==> src/rtl/pclk_pkg.sv <==
// Shared types for the four-phase stepwise power-clock generator.
package pclk_pkg;

    localparam int unsigned NUM_PHASES = 4;

    typedef enum logic [1:0] {
        PhWait   = 2'd0,
        PhRampUp = 2'd1,
        PhHold   = 2'd2,
        PhRampDn = 2'd3
    } phase_st_e;

    typedef enum logic [1:0] {
        StIdle  = 2'd0,
        StRun   = 2'd1,
        StDrain = 2'd2
    } ctrl_st_e;

    // Phase k runs one quarter behind phase k-1.
    function automatic phase_st_e nominal_state(input logic [1:0] q, input logic [1:0] k);
        logic [1:0] rel;
        phase_st_e  st;
        rel = q - k;
        unique case (rel)
            2'd0:    st = PhRampUp;
            2'd1:    st = PhHold;
            2'd2:    st = PhRampDn;
            default: st = PhWait;
        endcase
        return st;
    endfunction

endpackage

==> src/rtl/pclk_phase_lane.sv <==
// One power-clock phase: arm flag plus registered quarter state and level codes.
module pclk_phase_lane
    import pclk_pkg::*;
#(
    parameter int unsigned STEPS = 4,
    parameter int unsigned LVL_W = $clog2(STEPS + 1),
    parameter int unsigned K     = 0
) (
    input  logic             clk,
    input  logic             rst_n,
    input  logic             run_nxt,
    input  logic             drain_nxt,
    input  logic [LVL_W-1:0] step_nxt,
    input  logic [1:0]       q_nxt,
    output logic             armed,
    output logic [1:0]       st,
    output logic [LVL_W-1:0] pos_lvl,
    output logic [LVL_W-1:0] neg_lvl
);

    localparam logic [LVL_W-1:0] StepsLvl = LVL_W'(STEPS);

    phase_st_e        nom, st_d, st_q;
    logic             arm_d, arm_q;
    logic [LVL_W-1:0] lvl_d, pos_q, neg_q;

    always_comb begin
        nom   = nominal_state(q_nxt, 2'(K));
        arm_d = arm_q;
        if (run_nxt) begin
            if (nom == PhRampUp && step_nxt == '0) arm_d = 1'b1;
        end else if (drain_nxt) begin
            // While draining, no new ramp starts and finished phases drop out.
            if (nom == PhRampUp || nom == PhWait) arm_d = 1'b0;
        end else begin
            arm_d = 1'b0;
        end

        st_d  = arm_d ? nom : PhWait;
        lvl_d = '0;
        unique case (st_d)
            PhRampUp: lvl_d = step_nxt + 1'b1;
            PhHold:   lvl_d = StepsLvl;
            PhRampDn: lvl_d = StepsLvl - 1'b1 - step_nxt;
            default:  lvl_d = '0;
        endcase
    end

    always_ff @(posedge clk) begin
        if (!rst_n) begin
            arm_q <= 1'b0;
            st_q  <= PhWait;
            pos_q <= '0;
            neg_q <= StepsLvl;
        end else begin
            arm_q <= arm_d;
            st_q  <= st_d;
            pos_q <= lvl_d;
            neg_q <= StepsLvl - lvl_d;
        end
    end

    assign armed   = arm_q;
    assign st      = st_q;
    assign pos_lvl = pos_q;
    assign neg_lvl = neg_q;

endmodule

==> src/rtl/pclk_phase_gen.sv <==
// Four-phase stepwise power-clock generator with graceful stop.
// Define PCLK_CYCLE_CNT_EN to add the 16-bit completed-period counter output cycle_cnt.
module pclk_phase_gen
    import pclk_pkg::*;
#(
    parameter int unsigned STEPS = 4,
    parameter int unsigned LVL_W = $clog2(STEPS + 1)
) (
    input  logic                        clk,
    input  logic                        rst_n,
    input  logic                        en,
    output logic [NUM_PHASES*LVL_W-1:0] clkpos_lvl,
    output logic [NUM_PHASES*LVL_W-1:0] clkneg_lvl,
    output logic [2*NUM_PHASES-1:0]     phase_st,
    output logic                        busy
`ifdef PCLK_CYCLE_CNT_EN
    ,
    output logic [15:0]                 cycle_cnt
`endif
);

    localparam logic [LVL_W-1:0] StepLast = LVL_W'(STEPS - 1);

    ctrl_st_e              state_q, state_d;
    logic [LVL_W-1:0]      step_q, step_d;
    logic [1:0]            q_q, q_d;
    logic                  step_wrap, period_end;
    logic                  run_nxt, drain_nxt;
    logic [NUM_PHASES-1:0] armed;

    assign step_wrap  = (step_q == StepLast);
    assign period_end = step_wrap && (q_q == 2'd3);

    always_comb begin
        state_d = state_q;
        step_d  = step_q + 1'b1;
        q_d     = q_q;
        if (step_wrap) begin
            step_d = '0;
            q_d    = q_q + 1'b1;
        end
        unique case (state_q)
            StIdle: begin
                step_d = '0;
                q_d    = '0;
                if (en) state_d = StRun;
            end
            // A stop request only counts when sampled at the period boundary.
            StRun: if (period_end && !en) state_d = StDrain;
            StDrain: begin
                if (step_wrap && q_q == 2'd1) begin
                    state_d = StIdle;
                    step_d  = '0;
                    q_d     = '0;
                end
            end
            default: begin
                state_d = StIdle;
                step_d  = '0;
                q_d     = '0;
            end
        endcase
    end

    always_ff @(posedge clk) begin
        if (!rst_n) begin
            state_q <= StIdle;
            step_q  <= '0;
            q_q     <= '0;
        end else begin
            state_q <= state_d;
            step_q  <= step_d;
            q_q     <= q_d;
        end
    end

    assign run_nxt   = (state_d == StRun);
    assign drain_nxt = (state_d == StDrain);

    for (genvar k = 0; k < NUM_PHASES; k++) begin : g_lane
        pclk_phase_lane #(
            .STEPS (STEPS),
            .LVL_W (LVL_W),
            .K     (k)
        ) u_lane (
            .clk       (clk),
            .rst_n     (rst_n),
            .run_nxt   (run_nxt),
            .drain_nxt (drain_nxt),
            .step_nxt  (step_d),
            .q_nxt     (q_d),
            .armed     (armed[k]),
            .st        (phase_st[2*k +: 2]),
            .pos_lvl   (clkpos_lvl[k*LVL_W +: LVL_W]),
            .neg_lvl   (clkneg_lvl[k*LVL_W +: LVL_W])
        );
    end

    assign busy = |armed;

`ifdef PCLK_CYCLE_CNT_EN
    logic [15:0] cnt_q;

    always_ff @(posedge clk) begin
        if (!rst_n) begin
            cnt_q <= '0;
        end else if (state_q == StRun && period_end) begin
            cnt_q <= cnt_q + 16'd1;
        end
    end

    assign cycle_cnt = cnt_q;
`endif

endmodule

==> config.mk <==
export PLATFORM = sky130hd
export DESIGN_NAME = pclk_phase_gen
export DESIGN_NICKNAME = d
export VERILOG_FILES = /design/src/rtl/pclk_pkg.sv /design/src/rtl/pclk_phase_lane.sv /design/src/rtl/pclk_phase_gen.sv
export SDC_FILE = /design/constraint.sdc
export NUM_CORES = 1
export LEC_CHECK = 0
export ABC_AREA = 1
export CAP_MARGIN = 20
export CORE_MARGIN = 5
export CORE_UTILIZATION = 48
export DETAILED_ROUTE_END_ITERATION = 16
export MAX_ROUTING_LAYER = met4
export PLACE_DENSITY = 0.77
export REMOVE_ABC_BUFFERS = 1
export SYNTH_ARGS = -nofsm -noshare
export SYNTH_HDL_FRONTEND = slang
export SYNTH_HIERARCHICAL = 1
export SYNTH_SLANG_ARGS = --single-unit
==> constraint.sdc <==
create_clock -name clk -period 2.95 [get_ports clk]
set_clock_uncertainty 0.2 [all_clocks]
set_input_delay 0.295 -clock clk [delete_from_list [all_inputs] [get_ports clk]]
set_output_delay 0.295 -clock clk [all_outputs]
set_load 0.01 [all_outputs]
==> flow_summary.toml <==
[place]
gp_congestion = 0.8678
placed_area_mm2 = 0.002718
dpl.cell_count = 376
dp_hpwl_um = 3175
dp_slack_ns = -0.03233
port_buffers = 35

[setup_path]
rr_startpoint = "step_q[1]"
crit_path_start = "step_q[1]"
crit_type = "reg2reg"
crit_end = "g_lane[3].u_lane/neg_lvl[1]"
r2r_setup_slack_ns = 0.06
reg2regPathDepth = 15
cp.required_ns = 2.94
r2r_end = "g_lane[3].u_lane/neg_lvl[1]"
path_max_fanout = 6
cp-start-kind = "register"
cp.arrival_ns = 2.88
endpoint_kind = "register"

[synthesis]
yosys.area.top_type_share_pct = 34.51
yosys_warnings = 6
synth_top_area_cell = "dfxtp_1"
synth.distinct_cells = 31
ys.flop_type = "dfxtp_1"
avgSynthCellArea_um2 = 8.022
synth_edf_count = 0
synth_seq_cells = 39
synthCells = 282
ys_seq_area_share_pct = 34.51
synth_async_sr_flop_share_pct = 0
synthTopCellsByArea = "dfxtp_1 35%, ha_1 15%, inv_1 8.5%, nand2_1 6.1%, nor2_1 5.6%"
synthesis.area_mm2 = 0.002262

[global_routing]
grt_pass1_vias = 1755
grt_max_degree = 14
antenna_found_initial = 0
overflow = 0
grt_pass1_wl_um = 7327
track_usage_pct = 15.02

[timing]
fin_crit_sh_pct = 98.11
hold_violations = 0
whs_ns = 0.3280
final.min_clock_period_ns = 2.894
finalSetupTns_ns = 0
setup_violations = 0
relSlewSlack_pct = 77.12
fmax_ghz = 0.3455
rsz0062_at_grt = "yes"
maxSlewViolCount = 0
tightest_slew_ns = 0.3419
setup_slack_ns = 0.05565

[min_path]
hp-class = "reg2reg"

[routing]
drc_errors = 0
vias_per_cell = 4.970
ant_nets = 0
drt_first_pass_iters = 4
drtIter0Drc = 111
wire_per_inst_um = 12.05
num_vias = 1963
wl_um = 4761

[floorplanning]
dieArea_mm2 = 0.006186
row_count = 25
start_util_pct = 48.54
core-area_mm2 = 0.004661
die_x_um = 78.65
fp.dieH_um = 78.65
io_pins = 36

[clocking]
cts_max_level = 2
cts_tree = "built"
cts_buffer_depth = 2
clk_pin_slew_ns = 0.07
clk_latency_ns = 0.28
numCtsBuffers = 5
hold_buffers = 0
cts-root-buf = "clkbuf_8"
clock-sinks = 39

[pwr]
p_leak_nw = 1.431
internal_power_mw = 0.7473
clockPowerShare_pct = 32.7
power_switching_share_pct = 24.98
p_sw_mw = 0.2488
pwr-share-seq_pct = 54.5
power_density_mw_per_mm2 = 329.7
ir_worst_vdd_mv = 0.1892
total_power_mw = 0.9962
comb_power_share_pct = 12.8

[run]
drv_cap = 0

[cells_and_area]
nets = 373
stdcell_count = 395
antenna_cells = 0
drive_gt1_share_pct = 29.03
final_util_pct = 64.83
area_growth_pct = 33.57
fill_cells = 379
fin_area_mm2 = 0.003022

[outcome]
outcome = "completed"
==> worst max-delay path: stages, from the launching register on <==
cell and delay, ns:
dfxtp_2 0.35, ha_4 0.16, inv_2 0.04, nor2_4 0.25
xnor2_4 0.18, nor2_4 0.05, buf_6 0.13, buf_4 0.13
ha_1 0.29, or2_4 0.26, nand2_2 0.08, inv_2 0.07
o2111ai_4 0.21, ha_2 0.30, nand2_1 0.06, inv_1 0.03
==> repair_timing <==
| action | 4_1_cts | 5_1_grt |
|---|---|---|
| setup buffers | 2 | 11 |
| endpoints found under the setup margin | 2 | 8 |
| hold endpoints to repair | 0 | 0 |
| pin swaps | 0 | 9 |
| gates resized for setup | 0 | 32 |
==> flip-flops by register name (all words and copies together), names as in the netlist <==
| register | flops |
|---|---|
| g_lane.u_lane/armed | 4 |
| g_lane.u_lane/st | 8 |
| state_q | 2 |
| step_q | 3 |
| q_q | 2 |
| g_lane.u_lane/neg_lvl | 8 |
| g_lane.u_lane/pos_lvl | 12 |
==> final cells by class <==
type                            count  area, um2  area share, %
Clock buffer                        5      68.82          2.277
Clock inverter                      1      7.507         0.2484
Inverter                           58      217.7          7.205
Multi-Input combinational cell    181       1350          44.68
Sequential cell                    39      790.8          26.17
Tap cell                           54      67.56          2.236
Timing Repair Buffer               57      519.2          17.18
==> power groups by stage <==
stage / sequential [mW] / combinational [mW] / clock, mW
4_1_cts: 0.542 / 0.117 / 0.339
3_5_place_dp: 0.554 / 0.117 / 0
3_3_place_gp: 0.554 / 0.114 / 0
2_1_floorplan: 0.558 / 0.0650 / 0
5_1_grt: 0.544 / 0.144 / 0.362
6_report: 0.543 / 0.128 / 0.326
==> how the worst min path moves through the flow <==
stage,slack (ns),depth (start not counted),start,end
after floorplan,0.17,1,rst_n,g_lane[3].u_lane/neg_lvl[2]
after global placement,0.30,2,step_q[0],step_q[0]
after detailed placement,0.31,2,step_q[0],step_q[0]
after CTS,0.32,2,step_q[2],step_q[2]
after global routing,0.35,2,step_q[0],step_q[0]
final,0.33,2,step_q[0],step_q[0]
==> cell usage in the layout (no fill, tap or decap), types with 5 or more instances in the layout <==
master | netlist | routed
a21oi_1 | 7 | 7
buf_4 | 4 | 21
clkbuf_8 | 0 | 5
clkdlybuf4s50_1 | 0 | 35
dfxtp_1 | 39 | 33
dfxtp_2 | 0 | 5
ha_1 | 28 | 22
inv_1 | 51 | 49
inv_2 | 7 | 9
nand2_1 | 37 | 34
nand2_2 | 14 | 16
nand3_1 | 17 | 16
nand3_2 | 8 | 9
nor2_1 | 34 | 32
==> synth_stat cells (3+ instances only) <==
library cell,count
inv_1,51
buf_4,4
nor2_2,3
nor2_1,34
nand2_1,37
ha_1,28
dfxtp_1,39
a21oi_1,7
nand2_2,14
nand3_2,8
nor2_4,3
xor2_1,4
nand3_1,17
inv_2,7
nor3_1,4
==> kinds of logic (layout without fill, tap and decap cells) <==
family,after synthesis,in the layout,synth area share [%]
DFF,39,39,34.51
AOI/OAI and AO/OA,18,18,6.250
buffers and inverters,62,121,10.95
adders and majority gates,28,28,15.49
and+or+nand+nor,130,130,30.86
xor gates and xnor gates,5,5,1.936
==> routing by layer <==
layer / part of all wire, % / vias up / GRT usage, %
li1: - / 990 / -
met1: 44 / 926 / 17.20
met2: 52 / 41 / 25.81
met3: 3.1 / 6 / 3.440
met4: 0.95 / 0 / 5.070
met5: 0 / - / -
Power figures use the tool's default switching activity.
==> patch, RTL diff (same flow settings) <==
Add a define of `PCLK_CYCLE_CNT_EN`.
--- a/src/rtl/pclk_phase_gen.sv
+++ b/src/rtl/pclk_phase_gen.sv
@@ -1,5 +1,7 @@
 // Four-phase stepwise power-clock generator with graceful stop.
 // Define PCLK_CYCLE_CNT_EN to add the 16-bit completed-period counter output cycle_cnt.
+`define PCLK_CYCLE_CNT_EN
+
 module pclk_phase_gen
     import pclk_pkg::*;
 #(
Function (old outputs only; new: cycle_cnt): kept (Yosys induction, for registers that start in step).
==> patch against the unedited design <==
Hold slack worse by 0.014 ns; sequential power up 40%; cell count is 42% higher; synthesized area increased by 37%; total power grew 33%; global-route usage grew 1.7 points; routed wire length grew 39%; design area grew 34%; clock power grew 37%; first-iteration DRC count decreased by 24%; worst setup slack improved by 0.063 ns; sequential cell count up 16; combinational power decreased by 5%; largest power group unchanged; highest routed layer unchanged.
==> patch: results (changes against the unedited design) <==
metric;value;unit;change
status;finished, final reports clean;;
numCtsBuffers;5;;unchanged
nClkBuffers;8;;+3
clkCellAreaFrac;2.475;%;-0.051 points
fill_cells;534;;+41%
nonClkBufAreaFrac;16.80;%;-0.38 points
synth_compound_area_share;5.989;%;-0.26 points
netlist_instances;409;;+45%
track_usage;16.71;%;+1.7 points
insertion_delay;0.30;ns;+0.02 ns
multi_input_area;1773;um2;+31%
cts_buffer_depth;2;;unchanged
grt_max_degree;21;;+7
synth-adder-area-share;11.74;%;-3.8 points
yosysSeqAreaShare;35.61;%;+1.1 points
place.gp.congestion;0.8389;;-3.3%
reg2reg_slack;0.12;ns;+0.06 ns
r2r_end;g_lane[2].u_lane/neg_lvl[1]$_SDFF_PN0_;;
grt_first_pass_wirelength;11.47;mm;+57%
crit_arrival;2.84;ns;-0.04 ns
tightest_slew;0.3919;ns;+0.04992 ns
dr.pass1.iters;4;;unchanged
hold_end;cycle_cnt[4]$_SDFFE_PN0P_;;
inv_count;76;;+31%
clk_pin_slew;0.09;ns;+0.02 ns
dp_slack;-0.03347;ns;-0.001146 ns
portBuffers;51;;+46%
seq_cell_count;55;;+41%
synth_cell_types;35;;+13%
final.setup.worst_slack;0.1188;ns;+0.06311 ns
hp-start;cycle_cnt[4]$_SDFFE_PN0P_;;
reg2reg_depth;22;;+7
nNetsFinal;515;;+38%
nNonClkBuffers;73;;+28%
wl_per_cell;11.81;um;-2.0%
synth_mux_area_share;0;%;unchanged
drt_iter0_drc;84;;-24%
ys_warn_count;6;;unchanged
place_inst;544;;+45%
ir_drop;0.0002607;V;+38%
largest_reg_flops;16;;+4
vias;2731;;+39%
critical_path.max_fanout;8;;+2
power_leakage;1.797;nW;+26%
detail_route.wirelength;6.626;mm;+39%
synth_common_cells;nand2_1 (75), inv_1 (69), nor2_1 (57);;
synthTopCellsByArea;dfxtp_1 (36%), ha_1 (12%), nand2_1 (9.1%);;
worstSetupEndpoint;g_lane[2].u_lane/neg_lvl[1]$_SDFF_PN0_;;
regArea;1107;um2;+40%
synth-xor-area-share;2.266;%;+0.33 points
multi_input_gates;272;;+50%
dp.final_hpwl;4.963;mm;+56%
drive_gt1_share;22.31;%;-6.7 points
[patch: cell count changes in the layout (fill, tap and decap cells not counted), moves of 4 or more]
cell             before  now
nand2_1              34   69
nor2_1               32   52
inv_1                49   67
dfxtp_1              33   50
clkdlybuf4s50_1      35   51
nand3_1              16   25
nand4_1               0    6
nor2_2                4   10
o21ai_0               1    5
[patch: metal layers]
layer	track usage, %	vias to the layer above	wire (um)
met5	-	-	0
met4	5.707	0	68
met3	3.167	8	232
met2	29.15	46	3382
met1	19.13	1260	2943
li1	-	1417	-
[patch: critical path, cell delays in order (launching register included)]
cell and delay, ns:
dfxtp_2 0.36, ha_4 0.13, inv_2 0.04, nor2_4 0.16, nand2_2 0.08, nand2_2 0.06, nand2_2 0.06, nand2_2 0.11
nor2_2 0.04, buf_4 0.17, inv_2 0.07, ha_4 0.20, inv_4 0.06, nand3_2 0.05, nand2_2 0.10, nand2_2 0.08
nor2_4 0.14, inv_2 0.05, nor2_2 0.11, o21ai_2 0.08, ha_1 0.29, nand2_1 0.06, inv_1 0.04
[patch: through the flow]
step	hold WS, ns	instance area, um2	utilization (%)	setup TNS, ns	total power [mW]
after floorplan	0.1688	3053	-	-0.8542	0.8389
after global placement	0.2885	3762	59.59	0	0.8856
after detailed placement	0.3001	3762	59.59	-0.03700	0.8904
after CTS	0.3175	3880	61.45	0	1.341
after global routing	0.3352	4044	64.05	-0.1787	1.394
final	0.3139	4044	64.05	0	1.327
[patch: power by group]
group          internal [mW]  leakage [nW]  switching (mW)
logic                 0.0502          1.30          0.0711
registers              0.752         0.447         0.00648
clock network          0.215        0.0515           0.232
total                   1.02          1.80           0.310
[patch: repair_timing]
item                                    CTS  global route
endpoints found under the setup margin    4             8
gates resized for setup                   1            31
buffers inserted                          2             7
pin swaps                                 0            12
